==> config.mk <==
export PLATFORM = sky130hd
export DESIGN_NAME = nibble_serial_adder
export DESIGN_NICKNAME = d
export VERILOG_FILES = /design/src/rtl/nibble_serial_adder.sv
export SDC_FILE = /design/constraint.sdc
export NUM_CORES = 1
export LEC_CHECK = 0
export CELL_PAD_IN_SITES_DETAIL_PLACEMENT = 2
export CELL_PAD_IN_SITES_GLOBAL_PLACEMENT = 2
export CORE_AREA = 2 2 91 93
export CTS_CLUSTER_DIAMETER = 60
export DETAILED_ROUTE_END_ITERATION = 8
export DIE_AREA = 0 0 93 95
export DONT_BUFFER_PORTS = 1
export HOLD_SLACK_MARGIN = 0.1
export PLACE_DENSITY_LB_ADDON = 0.1
export SYNTH_ARGS = -nofsm -noshare
export SYNTH_HDL_FRONTEND = slang
export SYNTH_SLANG_ARGS = --single-unit
==> constraint.sdc <==
create_clock -name clk -period 3.8 [get_ports clk]
set_clock_uncertainty 0.15 [all_clocks]
set_input_delay 0.57 -clock clk [delete_from_list [all_inputs] [get_ports clk]]
set_output_delay 0.57 -clock clk [all_outputs]
set_load 0.02 [all_outputs]
==> src/rtl/nibble_serial_adder.sv <==
// Multi-cycle WIDTH-bit unsigned adder: one 4-bit ripple slice per clock, LSB
// nibble first, carry held in a register between nibbles. start/busy/done handshake.
module nibble_serial_adder #(
  parameter int WIDTH = 16
) (
  input  logic             clk,
  input  logic             rst_n,
  input  logic             start,
  input  logic [WIDTH-1:0] a,
  input  logic [WIDTH-1:0] b,
  input  logic             cin,
  output logic             busy,
  output logic             done,
  output logic [WIDTH-1:0] sum,
  output logic             cout
);
  localparam int NIB = WIDTH / 4;
  localparam int KW  = (NIB > 1) ? $clog2(NIB) : 1;

  generate
    if (WIDTH < 4 || (WIDTH % 4) != 0) begin : g_bad_width
      $error("nibble_serial_adder: WIDTH must be a multiple of 4 and at least 4");
    end
  endgenerate

  // Handshake: start is sampled on a rising edge only while busy=0 (IDLE or DONE);
  // done is high for exactly the one cycle after the completion edge.
  typedef enum logic [1:0] {IDLE, RUN, DONE} state_t;
  state_t state, state_nxt;

  logic [WIDTH-1:0] a_r, b_r, work_r, work_nxt;
  logic             carry_r;
  logic [KW-1:0]    k;
  logic [3:0]       an, bn, s;
  logic [4:0]       c;
  logic             load, last;

  assign last = (k == KW'(NIB - 1));
  assign busy = (state == RUN);
  assign done = (state == DONE);

  always_ff @(posedge clk or negedge rst_n) begin
    if (!rst_n) state <= IDLE;
    else        state <= state_nxt;
  end

  always_comb begin
    state_nxt = state;
    load      = 1'b0;
    case (state)
      IDLE: begin
        if (start) begin
          load      = 1'b1;
          state_nxt = RUN;
        end
      end
      RUN: begin
        if (last) state_nxt = DONE;
      end
      DONE: begin
        load      = start;
        state_nxt = start ? RUN : IDLE;
      end
      default: state_nxt = IDLE;
    endcase
  end

  // Select nibble k, run it through a 4-bit ripple of full adders, merge it back.
  always_comb begin
    an       = '0;
    bn       = '0;
    s        = '0;
    c        = '0;
    work_nxt = work_r;
    for (int i = 0; i < NIB; i++) begin
      if (k == KW'(i)) begin
        an = a_r[4*i +: 4];
        bn = b_r[4*i +: 4];
      end
    end
    c[0] = carry_r;
    for (int j = 0; j < 4; j++) begin
      s[j]   = an[j] ^ bn[j] ^ c[j];
      c[j+1] = (an[j] & bn[j]) | (c[j] & (an[j] ^ bn[j]));
    end
    for (int i = 0; i < NIB; i++) begin
      if (k == KW'(i)) work_nxt[4*i +: 4] = s;
    end
  end

  always_ff @(posedge clk or negedge rst_n) begin
    if (!rst_n) begin
      a_r     <= '0;
      b_r     <= '0;
      carry_r <= 1'b0;
      k       <= '0;
      work_r  <= '0;
      sum     <= '0;
      cout    <= 1'b0;
    end else if (load) begin
      a_r     <= a;
      b_r     <= b;
      carry_r <= cin;
      k       <= '0;
    end else if (state == RUN) begin
      work_r  <= work_nxt;
      carry_r <= c[4];
      k       <= last ? '0 : k + 1'b1;
      // sum/cout only move on the completion edge; they hold otherwise
      if (last) begin
        sum  <= work_nxt;
        cout <= c[4];
      end
    end
  end

endmodule

==> impl_metrics.ini <==
[logic_synthesis]
synth.avg_cell_area_sq_um = 10.1
syn_area_sq_um = 3010
ys.warnings.count = 0
syn-num-nets = 342
synthTopCellsByArea = dfrtp_1 (55%), nand2_1 (15%), mux2_2 (4.5%)
ys_types = 28
yosysTopAreaCell = dfrtp_1
yosysSeqAreaShare_pct = 54.8
syn_inst = 298
yosys.area.top_type_share_pct = 54.8
synth-seq-cells = 66

[clocking]
htreeDepth = 3
clockBufferDepth = 2
cts-root-buf = clkbuf_8
path_clk_slew_ns = 0.08
cts_tree = done
numCtsBuffers = 9
cts_sinks = 66
post_cts_buffers = 0
clock_latency_ns = 0.34

[routing]
antenna_left = 0
routed_via_density = 5.03
dr.first_iter.drc_count = 40
wl_per_cell_um = 17.9
dr.pass1.iters = 4
vias = 2053
drc = 0
drt_wl_total_um = 7320

[placement]
dp_slack_ns = 0.145
io_buffers = 0
placed_area_sq_um = 3060
dp_hpwl_um = 5060
globalplace.congestion = 0.728

[sta]
setup_viol = 0
tightestPinTransition_ns = 1.23
fin_tns_setup_ns = 0
max_freq_mhz = 282
final-max-slew-violation-count = 0
period_share_pct = 93.2
relSlewSlack_pct = 17.8
finalHoldViolations = 0
rsz0062_at_grt = false
post-route-min-period_ns = 3.54
timing.final.ws_setup_ns = 0.257

[floorplanning]
die_area_sq_um = 8840
core-area_sq_um = 7930
num_rows = 33
die_h_um = 95
dieWidth_um = 93
pin_count = 55
initial_core_util_pct = 38.0

[power]
peakVddDrop_mv = 0.474
leakage_nw = 1.60
power_density_nw_per_um2 = 1140

[critical_path]
cp_top_family = adder cells
rr_startpoint = k[0]
max_stage_delay_ns = 0.65
cp_common_cell = fa_1
path_buf_inv = 2
r2r_slack_ns = 0.26
arrival_ns = 3.64
cp-start-kind = register
crit_cells = 12
end_kind = register
crit_type = register to register
rr_endpoint = sum[7]
worstPathMaxFanout = 7
critPathRequiredTime_ns = 3.90
path_cells = inv_1, ha_1, nor2_2, o211ai_1, o221ai_1, fa_1, inv_1, fa_1, fa_1, fa_1, mux2i_1, o21ai_0
rr_worst_depth = 12
crit_slowest_cell = fa_1

[finish]
postLayoutCellArea_sq_um = 3320
drive_gt1_share_pct = 13.2
antennaDiodeCount = 0
final_common_cell = nand2_1
regArea_sq_um = 1650
area_growth_pct = 10.3
n_fill_cell = 895
nNetsFinal = 342
layout_common_cells = nand2_1 (117), dfrtp_1 (66), o21ai_0 (18)
multi_input_area_sq_um = 1220

[min_path]
min-delay-start = b[8]
hold_path_depth = 2
hp-class = input port to register
hold_end = b_r[8]

[grt]
grt_pass1_vias = 2283
grt_max_degree = 67
grt_antenna_before_repair = 0
grt-ovfl-total = 0
grt_pass1_wl_um = 12000
grtUsageTotal_pct = 18.1

[run_status]
outcome = finished clean

[run]
cap_violations = 0
repair_timing:
| action | 4_1_cts | 5_1_grt |
|---|---|---|
| hold endpoints to repair | 66 | 0 |
| endpoints found under the setup margin | 0 | 7 |
| hold buffers | 2 | 0 |
| gates resized for setup | 0 | 3 |
cell families (layout without fill, tap and decap cells):
kind of cell | count (synthesis) | count (layout) | share of synthesized area (%)
adders and majority gates | 8 | 8 | 4.32
muxes | 25 | 25 | 8.97
buffers and inverters | 26 | 31 | 5.03
and+or+nand+nor | 132 | 132 | 18.4
DFF | 66 | 66 | 54.8
AOI/OAI and AO/OA | 41 | 41 | 8.43
Yosys cell counts (all sizes together):
| cell type | count |
|---|---|
| o31ai | 2 |
| nor2b | 2 |
| a21oi | 3 |
| o211ai | 2 |
| nand3 | 1 |
| o22ai | 6 |
| inv | 9 |
| a22oi | 4 |
| o221ai | 2 |
| mux2i | 12 |
| nor3b | 1 |
| nand3b | 6 |
| dfrtp | 66 |
| mux2 | 13 |
| fa | 4 |
| a31oi | 3 |
| buf | 17 |
| and2b | 1 |
| o21ai | 18 |
| nor2 | 1 |
| ha | 4 |
| nand2 | 117 |
| a221oi | 1 |
| nand2b | 3 |
through the flow:
step / util (%) / power, mW / hold slack, ns / std cells
6_report: 41.9 / 3.79 / 0.176 / 408
3_3_place_gp: 38.6 / 3.08 / 0.126 / 390
5_1_grt: 41.9 / 4.12 / 0.172 / 408
2_1_floorplan: - / 2.61 / 0.124 / 298
4_1_cts: 41.8 / 3.87 / 0.167 / 408
3_5_place_dp: 38.6 / 3.17 / 0.126 / 390
where the power goes:
part           internal (mW)  switching [mW]
clock                  0.372           0.284
sequential              1.04           0.320
combinational          0.704            1.07
total                   2.12            1.67
worst max-delay path by stage:
stage,slack [ns],start,end
floorplan,0.49,k[0],work_r[11]
global route,0.01,k[0],sum[7]
global placement,0.32,k[0],sum[15]
detailed placement,0.15,k[0],sum[7]
CTS,0.07,k[0],sum[7]
finish,0.26,k[0],sum[7]
layer usage:
layer,routed length [um],global-route usage (%)
met1,3180,22.5
met2,3800,31.1
met3,218,3.75
met4,119,6.62
met5,0,0
layout make-up:
class / count / area share [%]
multi-input cells: 206 / 36.7
flip-flops and latches: 66 / 49.7
repair buffers: 6 / 2.03
well taps: 105 / 3.95
clock inverters: 6 / 2.75
inverters: 9 / 1.02
clock buffers: 10 / 3.84
registers in the layout, summed over array words and instances, names as in the netlist:
signal	flops
a_r	16
b_r	16
carry_r	1
cout	1
k	2
state	2
sum	16
work_r	12
worst reg2reg max path, cell delays in order, from the launching register on:
cell,delay (ns)
dfrtp_1,0.45
inv_1,0.09
ha_1,0.25
nor2_2,0.25
o211ai_1,0.15
o221ai_1,0.13
fa_1,0.23
inv_1,0.05
fa_1,0.38
fa_1,0.39
fa_1,0.65
mux2i_1,0.12
o21ai_0,0.17
Power figures use the tool's default switching activity.
